<file path="src/rtl/cpu_pkg.sv">
// Shared CPU definitions for the fetch sequencer: opcodes, stack micro-op selects and FSM states.
package cpu_pkg;

    localparam logic [4:0] OP_NOP     = 5'd0;
    localparam logic [4:0] OP_PUSH    = 5'd8;
    localparam logic [4:0] OP_POP     = 5'd9;
    localparam logic [4:0] OP_LDD     = 5'd10;
    localparam logic [4:0] OP_POP_INJ = 5'd11;
    localparam logic [4:0] OP_CALL    = 5'd20;
    localparam logic [4:0] OP_RET     = 5'd21;
    localparam logic [4:0] OP_RTI     = 5'd22;

    localparam logic [1:0] PUSH_NONE  = 2'd0;
    localparam logic [1:0] PUSH_PC_HI = 2'd1;
    localparam logic [1:0] PUSH_PC_LO = 2'd2;
    localparam logic [1:0] PUSH_FLAGS = 2'd3;

    typedef enum logic [3:0] {
        IDLE,
        INT_HI,
        INT_LO,
        INT_JMP,
        CALL_HI,
        CALL_LO,
        CALL_JMP,
        RTI_FLG,
        POP_HI,
        POP_LO,
        CAP_HI,
        CAP_LO,
        HAZ
    } seq_state_e;

    // Builds a micro-op word carrying only the opcode field; register fields are left zero.
    function automatic logic [15:0] micro_op(input logic [4:0] op);
        return {op, 11'd0};
    endfunction

endpackage

</file>
<file path="src/rtl/load_use_detect.sv">
// Load-use hazard comparator between the last issued word and the word now being fetched.
module load_use_detect
    import cpu_pkg::*;
(
    input  logic [4:0] last_op,
    input  logic [2:0] last_src,
    input  logic [2:0] last_dst,
    input  logic [2:0] cur_src,
    input  logic [2:0] cur_dst,
    output logic       hazard
);

    // LDD writes its dst field, POP writes its src field; reading that register next cycle needs a bubble.
    always_comb begin
        hazard = 1'b0;
        if (last_op == OP_LDD) begin
            hazard = (last_dst == cur_src) || (last_dst == cur_dst);
        end else if (last_op == OP_POP) begin
            hazard = (last_src == cur_src) || (last_src == cur_dst);
        end
    end

endmodule

</file>
<file path="src/rtl/fetch_sequencer.sv">
// Fetch-stage sequencer: injects stack micro-ops for interrupts, CALL, RET and RTI,
// and inserts a single bubble on load-use hazards.
module fetch_sequencer
    import cpu_pkg::*;
#(
    parameter int              PC_W     = 32,
    parameter logic [PC_W-1:0] RESET_PC = PC_W'(32'h0000_001F)
) (
    input  logic            clk,
    input  logic            rst,
    input  logic            load_enable,
    input  logic            fetch_valid,
    input  logic [15:0]     instr,
    input  logic            interrupt,
    input  logic [PC_W-1:0] pc_in,
    input  logic [15:0]     call_target,
    input  logic [15:0]     pop_data,
    output logic            stall,
    output logic            inject_valid,
    output logic [15:0]     inject_instr,
    output logic [1:0]      push_sel,
    output logic [15:0]     push_data,
    output logic            pc_load,
    output logic [PC_W-1:0] pc_load_value,
    output logic            busy
);

    seq_state_e      state_q, state_d;
    logic            int_pending_q, int_pending_d;
    logic            int_prev_q, int_prev_d;
    logic [PC_W-1:0] pc_latch_q, pc_latch_d;
    logic [15:0]     hi_latch_q, hi_latch_d;
    logic [10:0]     last_q, last_d;

    logic            int_edge;
    logic            hazard;
    logic            issue_valid;
    logic [15:0]     issue_word;
    logic [31:0]     pc_ext;
    logic [4:0]      cur_op;
    logic            unused_instr_bits;

    assign int_edge          = interrupt & ~int_prev_q;
    assign pc_ext            = 32'(pc_latch_q);
    assign cur_op            = instr[15:11];
    assign unused_instr_bits = ^instr[4:0];

    load_use_detect u_load_use_detect (
        .last_op  (last_q[10:6]),
        .last_src (last_q[5:3]),
        .last_dst (last_q[2:0]),
        .cur_src  (instr[10:8]),
        .cur_dst  (instr[7:5]),
        .hazard   (hazard)
    );

    // State and latch registers; reset aborts any sequence in flight without finishing it.
    always_ff @(posedge clk or posedge rst) begin
        if (rst) begin
            state_q       <= IDLE;
            int_pending_q <= 1'b0;
            int_prev_q    <= 1'b0;
            pc_latch_q    <= '0;
            hi_latch_q    <= '0;
            last_q        <= '0;
        end else begin
            state_q       <= state_d;
            int_pending_q <= int_pending_d;
            int_prev_q    <= int_prev_d;
            pc_latch_q    <= pc_latch_d;
            hi_latch_q    <= hi_latch_d;
            last_q        <= last_d;
        end
    end

    // Next-state and output decode; a new interrupt edge is remembered until IDLE can service it.
    always_comb begin
        state_d       = state_q;
        int_pending_d = int_pending_q | int_edge;
        int_prev_d    = interrupt;
        pc_latch_d    = pc_latch_q;
        hi_latch_d    = hi_latch_q;
        issue_valid   = 1'b0;
        issue_word    = '0;
        stall         = 1'b0;
        inject_valid  = 1'b0;
        inject_instr  = '0;
        push_sel      = PUSH_NONE;
        push_data     = '0;
        pc_load       = 1'b0;
        pc_load_value = '0;
        busy          = (state_q != IDLE);

        if (load_enable) begin
            state_d = IDLE;
            busy    = 1'b0;
        end else begin
            case (state_q)
                IDLE: begin
                    if (int_pending_q || int_edge) begin
                        state_d       = INT_HI;
                        int_pending_d = 1'b0;
                        pc_latch_d    = pc_in;
                        stall         = fetch_valid;
                    end else if (fetch_valid && cur_op == OP_CALL) begin
                        state_d    = CALL_HI;
                        pc_latch_d = pc_in;
                        stall      = 1'b1;
                    end else if (fetch_valid && cur_op == OP_RTI) begin
                        state_d = RTI_FLG;
                        stall   = 1'b1;
                    end else if (fetch_valid && cur_op == OP_RET) begin
                        state_d = POP_HI;
                        stall   = 1'b1;
                    end else if (fetch_valid && hazard) begin
                        state_d = HAZ;
                        stall   = 1'b1;
                    end else if (fetch_valid) begin
                        issue_valid = 1'b1;
                        issue_word  = instr;
                    end
                end
                INT_HI, CALL_HI: begin
                    state_d      = (state_q == INT_HI) ? INT_LO : CALL_LO;
                    stall        = 1'b1;
                    inject_valid = 1'b1;
                    inject_instr = micro_op(OP_PUSH);
                    push_sel     = PUSH_PC_HI;
                    push_data    = pc_ext[31:16];
                end
                INT_LO, CALL_LO: begin
                    state_d      = (state_q == INT_LO) ? INT_JMP : CALL_JMP;
                    stall        = 1'b1;
                    inject_valid = 1'b1;
                    inject_instr = micro_op(OP_PUSH);
                    push_sel     = PUSH_PC_LO;
                    push_data    = pc_ext[15:0];
                end
                INT_JMP: begin
                    state_d       = IDLE;
                    stall         = 1'b1;
                    pc_load       = 1'b1;
                    pc_load_value = '0;
                end
                CALL_JMP: begin
                    state_d       = IDLE;
                    stall         = 1'b1;
                    pc_load       = 1'b1;
                    pc_load_value = PC_W'(call_target);
                end
                RTI_FLG: begin
                    state_d      = POP_HI;
                    stall        = 1'b1;
                    inject_valid = 1'b1;
                    inject_instr = micro_op(OP_POP_INJ);
                    push_sel     = PUSH_FLAGS;
                end
                POP_HI, POP_LO: begin
                    state_d      = (state_q == POP_HI) ? POP_LO : CAP_HI;
                    stall        = 1'b1;
                    inject_valid = 1'b1;
                    inject_instr = micro_op(OP_POP_INJ);
                end
                CAP_HI: begin
                    state_d    = CAP_LO;
                    stall      = 1'b1;
                    hi_latch_d = pop_data;
                end
                CAP_LO: begin
                    state_d       = IDLE;
                    stall         = 1'b1;
                    pc_load       = 1'b1;
                    pc_load_value = PC_W'({hi_latch_q, pop_data});
                end
                HAZ: begin
                    state_d      = IDLE;
                    stall        = 1'b1;
                    inject_valid = 1'b1;
                    inject_instr = micro_op(OP_NOP);
                end
                default: begin
                    state_d = IDLE;
                end
            endcase
        end

        if (inject_valid) begin
            issue_valid = 1'b1;
            issue_word  = inject_instr;
        end

        if (load_enable) begin
            last_d = '0;
        end else if (issue_valid) begin
            last_d = issue_word[15:5];
        end else begin
            last_d = last_q;
        end

        if (rst) begin
            stall         = 1'b0;
            inject_valid  = 1'b0;
            inject_instr  = '0;
            push_sel      = PUSH_NONE;
            push_data     = '0;
            busy          = 1'b0;
            pc_load       = 1'b1;
            pc_load_value = RESET_PC;
        end
    end

endmodule

</file>
<file path="config.mk">
export PLATFORM = sky130hd
export DESIGN_NAME = fetch_sequencer
export DESIGN_NICKNAME = d
export VERILOG_FILES = /design/src/rtl/cpu_pkg.sv /design/src/rtl/load_use_detect.sv /design/src/rtl/fetch_sequencer.sv
export SDC_FILE = /design/constraint.sdc
export NUM_CORES = 1
export LEC_CHECK = 0
export ABC_AREA = 1
export ABC_CLOCK_PERIOD_IN_PS = 3000
export CORE_MARGIN = 2
export CORE_UTILIZATION = 40
export CTS_BUF_LIST = sky130_fd_sc_hd__clkbuf_2
export CTS_CLUSTER_SIZE = 16
export DETAILED_ROUTE_END_ITERATION = 12
export PLACE_DENSITY = 0.74
export SETUP_SLACK_MARGIN = 0.1
export SYNTH_ARGS = -nofsm -noshare
export SYNTH_HDL_FRONTEND = slang
export SYNTH_HIERARCHICAL = 1
export SYNTH_SLANG_ARGS = --single-unit
</file>
<file path="constraint.sdc">
create_clock -name clk -period 3 [get_ports clk]
set_input_delay 0.45 -clock clk [delete_from_list [all_inputs] [get_ports clk]]
set_output_delay 0.45 -clock clk [all_outputs]
set_load 0.005 [all_outputs]
</file>
==> reports/summary.txt <==
All-Layer GR Usage -> 0.207
ant diodes -> 0
Reg clk slew, reported paths -> 210 ps
H-tree levels -> 3
critical path capture point type -> output port
Port-buffer cells -> 136
Worst Path Max Fanout -> 10
Final min period -> 2820 ps
max cap viols -> 0
CTS Root Cell -> clkbuf_2
Synth Flop Type -> dfrtp_1
Arrival @ worst endpoint -> 2370 ps
crit-path cells -> nor2_4, inv_2, o21ai_4, buf_6, nand2_1, a21oi_1, clkdlybuf4s50_1
CTS hold repair buffers -> 0
global route total overflow -> 0
Layout Nets -> 824
FF-to-FF path depth -> 6
CTS max path bufs -> 2
global placement routability congestion -> 0.874
FF-to-FF Start -> state_q[3]
DR vias/cell -> 4.80
TritonCTS clock tree -> done
flop2flop setup slack -> 970 ps
Setup TNS -> 0 ps
Die W -> 105 µm
Core Area -> 9820 µm²
Via Count -> 4212
first-pass GRT wire length -> 18700 µm
Slowest Stage Delay on Critical Path -> 540 ps
GRT met2 Usage -> 0.358
final wirelength -> 11100 µm
Peak supply drop -> 0.325 mV
EDFF count, synth -> 0
largest net degree at the start of global routing -> 65
Starting Density -> 0.413
row cnt -> 36
clk sinks -> 65
# DRC -> 0
synth warn -> 6
GR Util met3 -> 0.0449
vias in the first global route -> 4050
IO Pins -> 155
Final Hold Viols -> 0
Final HPWL DP -> 8150 µm
die height -> 105 µm
Slew headroom -> 0.620
Layout area overhead -> 43.6%
Hold Crit Class -> in -> async
Worst Tran Pin Value -> 569 ps
Syn Inst Count -> 594
worst skew pair latency -> 500 ps
Worst R2R End -> pc_ext[1]
Async SR Flop Fraction -> 1.00
Synth cell types -> 34
Startpoint Class -> flip-flop
number of synthesized register bits -> 65
layout filler cell count -> 939
Routed Antenna Nets -> 0
Pins Over Slew Limit -> 0
met1 track demand over resource -> 0.262
Die Area -> 11000 µm²
number of DRC markers in iteration 0 -> 184
register area share after synthesis -> 0.401
LEAKAGE -> 2.85 nW
Min Hold Slack -> 370 ps
power density cells -> 636 nW/µm²
CTS buffer count -> 9
Mean Syn Cell Area -> 6.83 µm²
Synth Cell Area -> 4060 µm²
crit share post-route -> 0.939
drt wl/cell -> 12.7 µm
grt peak-use layer -> met2
Final Setup Violations -> 0
status -> complete, no violations
CP max stage cell -> clkdlybuf4s50_1
Req. time, crit path -> 2550 ps
Setup CP Type -> reg -> out
unrepaired setup endpoints after global routing -> yes
Clock Skews -> 28.2 ps
share of cells above drive strength 1 -> 0.106
Max Clock Freq -> 355 MHz
drt first pass iters -> 4
initial antenna violation count -> 0
-- critical path, delay by kind of cell, from the launching register on --
family / cells / cell delay [ps]
simple gates: 2 / 230
compound gates: 2 / 360
flops: 1 / 500
buf+inv: 3 / 780
-- state kept, by name (all words and copies together), names as in the netlist --
signal / flops
int_prev_q: 1
pc_ext: 32
state_q: 4
hi_latch_q: 16
last_q: 11
int_pending_q: 1
-- worst max-delay path by stage --
stage	endpoint	from	depth (start not counted)
floorplan	pc_load	rst	2
finish	push_data[9]	state_q[3]	7
CTS	push_data[1]	rst	5
global placement	stall	instr[6]	13
global route	push_data[9]	state_q[3]	7
detailed placement	stall	instr[6]	13
-- final cells by class --
cell class,instances,area [µm²],area share
clock inverters,7,119,0.0204
flip-flops and latches,65,1630,0.280
well taps,133,166,0.0286
clock buffers,9,45.0,0.00773
repair buffers,161,1580,0.271
inverters,84,319,0.0547
multi-input cells,418,1970,0.337
-- synth_stat cells, types with 3 or more instances --
master | instances | area share
nand3_1 | 40 | 0.049
nor2_1 | 40 | 0.037
buf_4 | 14 | 0.026
nor2_2 | 3 | 0.0046
inv_1 | 78 | 0.072
dfrtp_1 | 65 | 0.40
clkbuf_1 | 11 | 0.010
buf_1 | 3 | 0.0028
xnor2_1 | 3 | 0.0065
buf_2 | 5 | 0.0062
a21oi_1 | 32 | 0.039
nor3_1 | 4 | 0.0049
inv_2 | 5 | 0.0046
nand2_1 | 197 | 0.18
nand4_1 | 7 | 0.011
buf_6 | 4 | 0.011
o21ai_0 | 59 | 0.073
-- what timing repair did --
item                       CTS  global route
resized for setup           11            19
pin swaps                    3             0
setup endpoints to repair   55            37
buffers inserted             9             3
-- cells by family after synthesis --
logic type / count (synthesis) / share of synthesized area
AND/OR/NAND/NOR: 302 / 0.323
buffers and inverters: 123 / 0.136
AO/OA/AOI/OAI: 99 / 0.130
flip-flops: 65 / 0.401
XOR/XNOR: 3 / 0.00648
multiplexers: 1 / 0.00278
other: 1 / 0.000924
-- placed cells by master, fill, tap and decap left out, types with 8 or more instances in the layout --
master	instances
inv_1	74
conb_1	13
nand2_1	194
clkdlybuf4s50_1	128
inv_2	8
buf_4	23
o21ai_0	59
nor2_1	37
clkbuf_2	9
dfrtp_1	61
a21oi_1	31
nand3_1	40
-- layer usage --
| layer | wire (µm) | up-vias |
|---|---|---|
| li1 | - | 2124 |
| met1 | 4860 | 1936 |
| met2 | 5390 | 140 |
| met3 | 724 | 12 |
| met4 | 157 | 0 |
| met5 | 0 | - |
-- power breakdown --
part           switching (mW)  internal [mW]
sequential              0.210           1.22
combinational           0.928          0.657
clock                   0.334          0.359
-- through the flow --
step	cells	utilization	power [mW]	setup slack (ps)	instance area [µm²]
after floorplan	606	-	2.45	327	4100
after global placement	849	0.559	2.81	126	5490
after detailed placement	849	0.559	2.87	98.9	5490
after CTS	874	0.586	3.67	102	5750
after global routing	877	0.594	4.00	56.4	5830
final	877	0.594	3.70	183	5830
Power figures use the tool's default switching activity.
